`src/rtl/linebuf_ctrl_if.sv`:
```
// linebuf_ctrl_if: sequencer outputs towards the line RAMs
// and the 3x3 window datapath.
interface linebuf_ctrl_if #(
  parameter int COL_W = 6,
  parameter int ROW_W = 6
);
  logic             oBusy;
  logic             oWrEn;
  logic [2:0]       oWrSel;
  logic [COL_W-1:0] oWrAddr;
  logic             oRdEn;
  logic [COL_W-1:0] oRdAddr;
  logic [COL_W-1:0] oCol;
  logic [ROW_W-1:0] oRow;
  logic             oWinValid;
  logic             oLineDone;
  logic             oFrameDone;

  modport master (
    output oBusy, oWrEn, oWrSel, oWrAddr,
    output oRdEn, oRdAddr, oCol, oRow,
    output oWinValid, oLineDone, oFrameDone
  );

  modport slave (
    input oBusy, oWrEn, oWrSel, oWrAddr,
    input oRdEn, oRdAddr, oCol, oRow,
    input oWinValid, oLineDone, oFrameDone
  );
endinterface

```
`src/rtl/linebuf_ctrl.sv`:
```
// linebuf_ctrl: raster sequencer for a three-line buffer.
// Steps col/row per pixel tick and emits registered RAM strobes.
module linebuf_ctrl #(
  parameter int IMG_WIDTH  = 64,
  parameter int IMG_HEIGHT = 64,
  parameter int COL_W      = 6,
  parameter int ROW_W      = 6
) (
  input  logic iClk,
  input  logic iRst,
  input  logic iEnable,
  input  logic iStart,
  linebuf_ctrl_if.master bus
);

  localparam logic [COL_W-1:0] COL_LAST = COL_W'(IMG_WIDTH - 1);
  localparam logic [ROW_W-1:0] ROW_LAST = ROW_W'(IMG_HEIGHT - 1);
  localparam logic [COL_W-1:0] COL_TWO  = COL_W'(2);
  localparam logic [ROW_W-1:0] ROW_TWO  = ROW_W'(2);

  typedef enum logic [1:0] {
    IDLE   = 2'd0,
    ACTIVE = 2'd1,
    DONE   = 2'd2
  } state_t;

  state_t state;
  state_t state_n;

  logic [COL_W-1:0] col;
  logic [ROW_W-1:0] row;
  logic [2:0]       sel;

  logic pix;
  logic col_end;
  logic row_end;

  logic             busy_q;
  logic             wr_q;
  logic [2:0]       sel_q;
  logic [COL_W-1:0] col_q;
  logic [ROW_W-1:0] row_q;
  logic             win_q;
  logic             ld_q;
  logic             fd_q;

  logic             busy_n;
  logic             wr_n;
  logic [2:0]       sel_n;
  logic [COL_W-1:0] col_n;
  logic [ROW_W-1:0] row_n;
  logic             win_n;
  logic             ld_n;
  logic             fd_n;

  assign pix     = (state == ACTIVE) && iEnable;
  assign col_end = (col == COL_LAST);
  assign row_end = (row == ROW_LAST);

  // State register
  always_ff @(posedge iClk or negedge iRst) begin
    if (!iRst) begin
      state <= IDLE;
    end else begin
      state <= state_n;
    end
  end

  // Next-state: start only from IDLE, finish on the last pixel
  always_comb begin
    state_n = state;
    unique case (state)
      IDLE: begin
        if (iStart) begin
          state_n = ACTIVE;
        end
      end
      ACTIVE: begin
        if (pix && col_end && row_end) begin
          state_n = DONE;
        end
      end
      DONE: begin
        state_n = IDLE;
      end
      default: begin
        state_n = IDLE;
      end
    endcase
  end

  // Raster counters and rotating line select
  always_ff @(posedge iClk or negedge iRst) begin
    if (!iRst) begin
      col <= '0;
      row <= '0;
      sel <= 3'b001;
    end else if (state == IDLE) begin
      col <= '0;
      row <= '0;
      sel <= 3'b001;
    end else if (pix) begin
      if (!col_end) begin
        col <= col + COL_W'(1);
      end else begin
        col <= '0;
        if (!row_end) begin
          row <= row + ROW_W'(1);
          sel <= {sel[1:0], sel[2]};
        end
      end
    end
  end

  // Output decode: strobes on a pixel, position fields hold otherwise
  always_comb begin
    busy_n = (state_n != IDLE);
    wr_n   = pix;
    win_n  = pix && (row >= ROW_TWO) && (col >= COL_TWO);
    ld_n   = pix && col_end;
    fd_n   = pix && col_end && row_end;
    sel_n  = sel_q;
    col_n  = col_q;
    row_n  = row_q;
    if (pix) begin
      sel_n = sel;
      col_n = col;
      row_n = row;
    end
  end

  // Output registers
  always_ff @(posedge iClk or negedge iRst) begin
    if (!iRst) begin
      busy_q <= 1'b0;
      wr_q   <= 1'b0;
      sel_q  <= 3'b001;
      col_q  <= '0;
      row_q  <= '0;
      win_q  <= 1'b0;
      ld_q   <= 1'b0;
      fd_q   <= 1'b0;
    end else begin
      busy_q <= busy_n;
      wr_q   <= wr_n;
      sel_q  <= sel_n;
      col_q  <= col_n;
      row_q  <= row_n;
      win_q  <= win_n;
      ld_q   <= ld_n;
      fd_q   <= fd_n;
    end
  end

  assign bus.oBusy      = busy_q;
  assign bus.oWrEn      = wr_q;
  assign bus.oRdEn      = wr_q;
  assign bus.oWrSel     = sel_q;
  assign bus.oWrAddr    = col_q;
  assign bus.oRdAddr    = col_q;
  assign bus.oCol       = col_q;
  assign bus.oRow       = row_q;
  assign bus.oWinValid  = win_q;
  assign bus.oLineDone  = ld_q;
  assign bus.oFrameDone = fd_q;

endmodule
```
`src/flat_wrapper.sv`:
```
// flat-port wrapper written by rule: the top's interface ports become plain ports
module linebuf_ctrl_flat 
#(
  parameter int IMG_WIDTH  = 64,
  parameter int IMG_HEIGHT = 64,
  parameter int COL_W      = 6,
  parameter int ROW_W      = 6
)
  (iClk, iRst, iEnable, iStart, bus_oBusy, bus_oWrEn, bus_oWrSel, bus_oWrAddr, bus_oRdEn, bus_oRdAddr, bus_oCol, bus_oRow, bus_oWinValid, bus_oLineDone, bus_oFrameDone);
  linebuf_ctrl_if #(.COL_W(COL_W), .ROW_W(ROW_W)) bus_i ();
  input  logic iClk;
  input  logic iRst;
  input  logic iEnable;
  input  logic iStart;
  output wire logic [$bits(bus_i.oBusy)-1:0] bus_oBusy;
  output wire logic [$bits(bus_i.oWrEn)-1:0] bus_oWrEn;
  output wire logic [$bits(bus_i.oWrSel)-1:0] bus_oWrSel;
  output wire logic [$bits(bus_i.oWrAddr)-1:0] bus_oWrAddr;
  output wire logic [$bits(bus_i.oRdEn)-1:0] bus_oRdEn;
  output wire logic [$bits(bus_i.oRdAddr)-1:0] bus_oRdAddr;
  output wire logic [$bits(bus_i.oCol)-1:0] bus_oCol;
  output wire logic [$bits(bus_i.oRow)-1:0] bus_oRow;
  output wire logic [$bits(bus_i.oWinValid)-1:0] bus_oWinValid;
  output wire logic [$bits(bus_i.oLineDone)-1:0] bus_oLineDone;
  output wire logic [$bits(bus_i.oFrameDone)-1:0] bus_oFrameDone;
  assign bus_oBusy = bus_i.oBusy;
  assign bus_oWrEn = bus_i.oWrEn;
  assign bus_oWrSel = bus_i.oWrSel;
  assign bus_oWrAddr = bus_i.oWrAddr;
  assign bus_oRdEn = bus_i.oRdEn;
  assign bus_oRdAddr = bus_i.oRdAddr;
  assign bus_oCol = bus_i.oCol;
  assign bus_oRow = bus_i.oRow;
  assign bus_oWinValid = bus_i.oWinValid;
  assign bus_oLineDone = bus_i.oLineDone;
  assign bus_oFrameDone = bus_i.oFrameDone;
  linebuf_ctrl #(.IMG_WIDTH(IMG_WIDTH), .IMG_HEIGHT(IMG_HEIGHT), .COL_W(COL_W), .ROW_W(ROW_W)) u_core (.iClk(iClk), .iRst(iRst), .iEnable(iEnable), .iStart(iStart), .bus(bus_i));
endmodule
```
`config.mk`:
```
export PLATFORM = sky130hd
export DESIGN_NAME = linebuf_ctrl_flat
export DESIGN_NICKNAME = d
export VERILOG_FILES = /design/src/rtl/linebuf_ctrl_if.sv /design/src/rtl/linebuf_ctrl.sv /design/src/flat_wrapper.sv
export SDC_FILE = /design/constraint.sdc
export NUM_CORES = 1
export LEC_CHECK = 0
export ABC_AREA = 1
export BUFFER_PORTS_ARGS = -buffer_cell sky130_fd_sc_hd__buf_2
export CAP_MARGIN = 20
export CORE_UTILIZATION = 45
export DETAILED_ROUTE_END_ITERATION = 8
export PLACE_DENSITY = 0.73
export SLEW_MARGIN = 10
export SYNTH_ARGS = -nofsm -noshare
export SYNTH_HDL_FRONTEND = slang
export SYNTH_SLANG_ARGS = --single-unit
```
`constraint.sdc`:
```
create_clock -name iClk -period 1.8 [get_ports iClk]
set_input_delay 0 -clock iClk [delete_from_list [all_inputs] [get_ports iClk]]
set_output_delay 0 -clock iClk [all_outputs]
set_load 0.01 [all_outputs]
```
==> flow_summary.ini, run 1 <==
[cells_and_area]
diodes = 0
drive_above_1_share_pct = 29.87
fin_nets = 238
area_growth_pct = 11.64
design_area_sq_um = 2028

[sta]
clock.fmax_ghz = 0.6697
finalHoldViolCount = 0
finalCritPeriodShare_pct = 82.95
setup_tns_ps = 0
min_period_ps = 1493
finalSetupViolations = 0
clock_skew_ps = 6.687
whs_ps = 84.77
rsz0062_at_grt = no
slew_headroom_pct = 47.41
worstMarginPinSlew_ps = 788.9
drv_slew = 0

[job]
cap_viol_max_count = 0

[worst_setup_path]
endpoint_kind = register
cp.required_ps = 1980
worstSetupStartpointType = register
r2r_cells = 8
arrival_ps = 1670
path_class = reg2reg
worstPathMaxFanout = 15

[floorplan]
io_pins = 37
die_height_um = 65.54
dieArea_sq_um = 4295
core_area_sq_um = 3771
die_w_um = 65.54
row_count = 22
initial_utilization_pct = 48.18

[logic_synthesis]
synth_top_cell_by_area = dfrtp_1
yosysWarnings = 0
syn_inst = 202
synth_nets = 210
synth_cell_types = 28
ys_seq_elements = 37
synth_seq_area_share_pct = 51.10
syn_area_sq_um = 1817
syn_area_per_cell_sq_um = 8.994
synth_top_area_share_pct = 48.21
synthTopCellsByArea = dfrtp_1 (48%), nand2_1 (11%), buf_4 (5.8%)

[placement]
hpwlAfterDp_um = 2296
gp_congestion = 0.8107
place_area_sq_um = 1926
io_buffers = 36

[clock_network]
clk_pin_slew_worst_paths_ps = 70
root_buffer = clkbuf_8
clock_path_buffers = 2
cts_sinks = 37
tritoncts = built
numCtsBuffers = 5
post_cts_buffers = 0
clkLatencyLatePin_ps = 290
ctsHtreeMaxLevel = 2

[power]
internal_power_mw = 1.358
swShare_pct = 31.19
p_clk_share_pct = 28.1
power_switching_uw = 615.4
power.density_nw_per_um2 = 973.0
leakage_nw = 1.079
pwr-share-comb_pct = 20.1
sequentialPowerShare_pct = 51.7
ir_drop_mv = 0.4105

[route]
firstDrtPassIters = 4
wire_per_inst_um = 11.48
routed_wl_um = 3202
drtIter0Drc = 87
num_vias = 1326
wl_met1_um = 1636
vias_per_cell = 4.753
antenna_left = 0
met3_length_um = 130
drc = 0
wl_met2_um = 1385
highest-signal-layer = met4

[grt]
grt_pass1_vias = 1216
grt_max_degree = 38
antenna_found_initial = 0
grt_pass1_wl_um = 5520
grt_util_all_layers_pct = 17.05
overflow = 0

[min_path]
min_path_cells = 3
hold_path.class = in2reg

[run_status]
status = completed
==> placed cells by master (no fill, tap or decap) <==
master	netlist	final
nand2_1	51	51
o21ai_0	13	13
buf_4	14	1
nand3_2	1	1
clkinv_2	0	2
o22ai_1	5	5
clkbuf_8	0	5
nor3_1	2	2
ha_1	4	4
dfstp_2	2	2
nand2_2	6	6
clkbuf_1	2	1
nand2_4	1	1
dlygate4sd3_1	0	2
o21a_1	1	1
nor2_2	3	3
o21ai_1	1	1
o21bai_1	1	1
inv_1	17	17
a21oi_1	3	3
nor2_1	12	12
xor2_1	1	1
buf_2	0	36
nor4_1	1	1
dfrtp_1	35	35
nor2_4	1	1
nand3_4	2	2
o21ai_2	5	5
nand3_1	12	12
inv_2	4	4
==> worst max-delay path: stages, from the launching register on <==
cell and delay [ps]:
dfrtp_1 420, ha_1 230, nand2_2 80, nor2_2 120, nand2_2 100, nand2_4 70
nand3_4 180, nand2_1 130, o21ai_2 50
==> power groups by stage <==
stage | Clock (mW) | Sequential (mW) | Combinational, mW
global route | 0.610 | 1.04 | 0.458
detailed placement | 0 | 1.04 | 0.400
finish | 0.555 | 1.02 | 0.398
CTS | 0.576 | 1.02 | 0.405
global placement | 0 | 1.03 | 0.395
floorplan | 0 | 1.05 | 0.323
==> cell type report <==
cell class	instances	area, sq um
fillers	374	1743
multi-input cells	126	670.6
repair buffers	39	207.7
well taps	48	60.06
clock inverters	2	10.01
clock buffers	6	72.57
flip-flops and latches	37	928.4
inverters	21	78.83
==> path summary, 6_finish.rpt <==
path | from | slack (ps) | endpoint
worst max-delay path | u_core.col[1]$_DFFE_PN0P_ | 310 | u_core.row[0]$_DFFE_PN0P_
worst min-delay path | iEnable | 80 | u_core.bus.oRow[3]$_DFFE_PN0P_
worst max register to register | u_core.col[1]$_DFFE_PN0P_ | 310 | u_core.row[0]$_DFFE_PN0P_
worst min register to register | u_core.bus.oWrSel[0]$_DFFE_PN1P_ | 470 | u_core.bus.oWrSel[0]$_DFFE_PN1P_
max in group asynchronous | iRst | 950 | u_core.col[4]$_DFFE_PN0P_
min in group asynchronous | iRst | 350 | u_core.col[2]$_DFFE_PN0P_
==> through the flow <==
step                power (mW)  utilization, %  worst slack, ps  cells
finish                   1.973           53.78            306.9    279
global route             2.104           53.78            158.7    279
CTS                      2.001           53.78            323.1    279
detailed placement       1.437           51.06            344.0    269
global placement         1.427           51.06            333.3    269
floorplan                1.370               -            453.6    202
==> per-layer routing <==
layer / vias up / track usage (%)
met1: 603 / 22.11
met2: 35 / 26.42
met5: - / 0
met4: 0 / 6.522
met3: 5 / 5.382
li1: 683 / -
==> cells in the mapped netlist <==
library cell and number:
nor3_1 2, inv_2 4, nand2_2 6, dfstp_2 2, nand3_2 1, nor2_4 1
nand3_1 12, nand2_1 51, o21a_1 1, a21oi_1 3, inv_1 17, o21ai_1 1
o22ai_1 5, nand2_4 1, nor2_1 12, dfrtp_1 35, o21ai_2 5, buf_4 14
o21ai_0 13, ha_1 4, xor2_1 1, nor4_1 1, clkbuf_1 2, o21bai_1 1
buf_8 1, nor2_2 3, buf_6 1, nand3_4 2
==> timing repair <==
item / CTS / global route
gates resized for setup: 0 / 0
endpoints found under the hold margin: 36 / 0
hold buffers: 2 / 0
==> state kept, by name (all words and copies together) (netlist names) <==
signal,cells
u_core.bus.oCol,6
u_core.bus.oRow,6
u_core.col,6
u_core.row,6
u_core.bus.oWrSel,3
u_core.sel,3
u_core.state,2
u_core.bus.oBusy,1
u_core.bus.oFrameDone,1
u_core.bus.oLineDone,1
u_core.bus.oRdEn,1
u_core.bus.oWinValid,1
==> logic make-up after synthesis <==
family | Yosys count | synth area share, %
AND/OR/NAND/NOR | 92 | 24.04
adder cells (fa/ha/maj) | 4 | 2.755
AO/OA/AOI/OAI | 29 | 9.641
XOR/XNOR | 1 | 0.4822
flip-flops | 37 | 51.10
buffers and inverters | 39 | 11.98
Power figures use the tool's default switching activity.
==> inputs of run 2 (changes only) <==
Clock period 1.8 ns to 1.5 ns, I/O delays scaled along.
==> run 2 against run 1 <==
Global-route usage increased by 1.6 points. Clock skew about the same. Worst hold slack improved by 4.4 ps. Final cell count increased by 2.9%. First-iteration DRC count decreased by 38%. Combinational power increased by 30%. Sequential share of layout area decreased by 2.0 points. Routed wire length increased by 7.7%. Maximum frequency increased by 7.7%. Largest power group unchanged. Highest routed layer unchanged.
==> flow_summary.ini, run 2 (synthesis gave the netlist of run 1 again) <==
[route]
drtIter0Drc = 54
wire_per_inst_um = 12.01
routed_wl_um = 3448
vias_per_cell = 4.829
antenna_left = 0
firstDrtPassIters = 4
num_vias = 1386
drc = 0

[floorplan]
dieArea_sq_um = 4295
initial_utilization_pct = 48.18
die_w_um = 65.54
row_count = 22
die_height_um = 65.54
io_pins = 37
core_area_sq_um = 3771

[worst_setup_path]
r2r_setup_slack_ps = 110
worstSetupStartpointType = register
critPathBufInv = 0
cp.required_ps = 1680
crit_family = simple AND/OR/NAND/NOR gates
rr_startpoint = u_core.col[0]$_DFFE_PN0P_
r2r-end = u_core.row[2]$_DFFE_PN0P_
crit_top_cell = nand2_2
cp_num_cells = 8
worstPathMaxFanout = 8
path_class = reg2reg
slowest_stage = dfrtp_1
arrival_ps = 1570
path_cells = ha_1 -> nand2_2 -> nor2_2 -> nand2_2 -> nand2_4 -> nand3_4 -> nand2_1 -> o21ai_2
r2r_cells = 8
endpoint_kind = register
max_stage_delay_ps = 380

[min_path]
hold-path-endpoint = u_core.bus.oRow[3]$_DFFE_PN0P_
hold_path.class = in2reg
holdCritStartpoint = iEnable
min_path_cells = 3

[cells_and_area]
fin_util_pct = 56.24
diodes = 0
final_common_cell = nand2_1
area_growth_pct = 16.74
drive_above_1_share_pct = 32.22
final_cell_mix = nand2_1 (51), buf_2 (36), dfrtp_1 (35)
fin_nets = 246

[power]
p_total_mw = 2.431
swShare_pct = 29.80
power.density_nw_per_um2 = 1146
sequentialPowerShare_pct = 50.1
internal_power_mw = 1.707
ir_drop_mv = 0.5355
p_clk_share_pct = 28.7
power_switching_uw = 724.5
pwr-share-comb_pct = 21.2
leakage_nw = 1.118

[placement]
gp_congestion = 0.8272
hpwlAfterDp_um = 2514
io_buffers = 36

[sta]
setup_tns_ps = 0
rsz0062_at_grt = no
finalCritPeriodShare_pct = 92.45
min_period_ps = 1387
clock_skew_ps = 6.523
finalHoldViolCount = 0
drv_slew = 0
finalSetupViolations = 0
worstMarginPinSlew_ps = 464.3
slew_headroom_pct = 69.05
clock.fmax_ghz = 0.7211

[clock_network]
cts_sinks = 37
clkLatencyLatePin_ps = 290
root_buffer = clkbuf_8
ctsHtreeMaxLevel = 2
clk_pin_slew_worst_paths_ps = 70
post_cts_buffers = 0
numCtsBuffers = 5
clock_path_buffers = 2
tritoncts = built

[grt]
grt_util_all_layers_pct = 18.62
grt_pass1_vias = 1295
antenna_found_initial = 0
grt_pass1_wl_um = 6003
use_met3_pct = 4.688
grt_max_degree = 21
met1_usage_pct = 25.44
overflow = 0
grt.busiest_layer = met2
met2_usage_pct = 28.48

[job]
cap_viol_max_count = 0

[run_status]
status = completed
[run 2: cell types whose count changed in the layout (fill, tap and decap cells not counted), sizes merged]
cell and change:
nand3 +1, buf +7, clkbuf +2, clkinv -2
[run 2: how the worst max path moves through the flow]
stage,startpoint,end,slack [ps]
global placement,u_core.col[0]$_DFFE_PN0P_,u_core.row[0]$_DFFE_PN0P_,90
global route,u_core.col[0]$_DFFE_PN0P_,u_core.sel[2]$_DFFE_PN0P_,8
finish,u_core.col[0]$_DFFE_PN0P_,u_core.row[2]$_DFFE_PN0P_,110
floorplan,u_core.col[1]$_DFFE_PN0P_,u_core.row[3]$_DFFE_PN0P_,150
detailed placement,u_core.col[0]$_DFFE_PN0P_,u_core.row[2]$_DFFE_PN0P_,60
CTS,u_core.col[0]$_DFFE_PN0P_,u_core.row[2]$_DFFE_PN0P_,50
[run 2: cell type report]
cell class	instances	area (sq um)
clock buffer	8	90.09
fill	346	1650
multi-input combinational	127	690.7
sequential	37	928.4
timing repair buffer	46	272.8
inverter	21	78.83
tap	48	60.06
[run 2: through the flow]
step,worst slack (ps),cell area (sq um),hold slack (ps),cells
after floorplan,153.6,1817,-295.6,202
after global placement,90.90,1991,-23.81,276
after detailed placement,55.95,1991,-21.78,276
after CTS,46.60,2101,88.99,286
after global routing,7.603,2121,117.5,287
final,113.3,2121,89.20,287
[run 2: power by group through the flow]
stage	logic [mW]	registers, mW	clock network (mW)
after floorplan	0.388	1.26	0
after global placement	0.510	1.23	0
after detailed placement	0.518	1.24	0
after CTS	0.523	1.22	0.724
after global routing	0.592	1.24	0.764
final	0.517	1.22	0.697
[run 2: layer usage]
layer | wire length (um) | share of wire, % | up-vias
met5 | 0 | 0 | -
met4 | 53 | 1.5 | 0
met3 | 150 | 4.4 | 7
met2 | 1563 | 45 | 35
met1 | 1682 | 49 | 637
li1 | - | - | 707
[run 2: timing repair]
item                       4_1_cts  5_1_grt
gates resized for setup          0        2
setup endpoints to repair        0       10
hold endpoints to repair        19        0
hold buffers                     2        0
[run 2: worst register-to-register path: cells and delay by family (launching register included)]
family          cells  cell delay [ps]
simple gates        6              650
flops               1              380
fa+ha+maj           1              220
compound gates      1               50
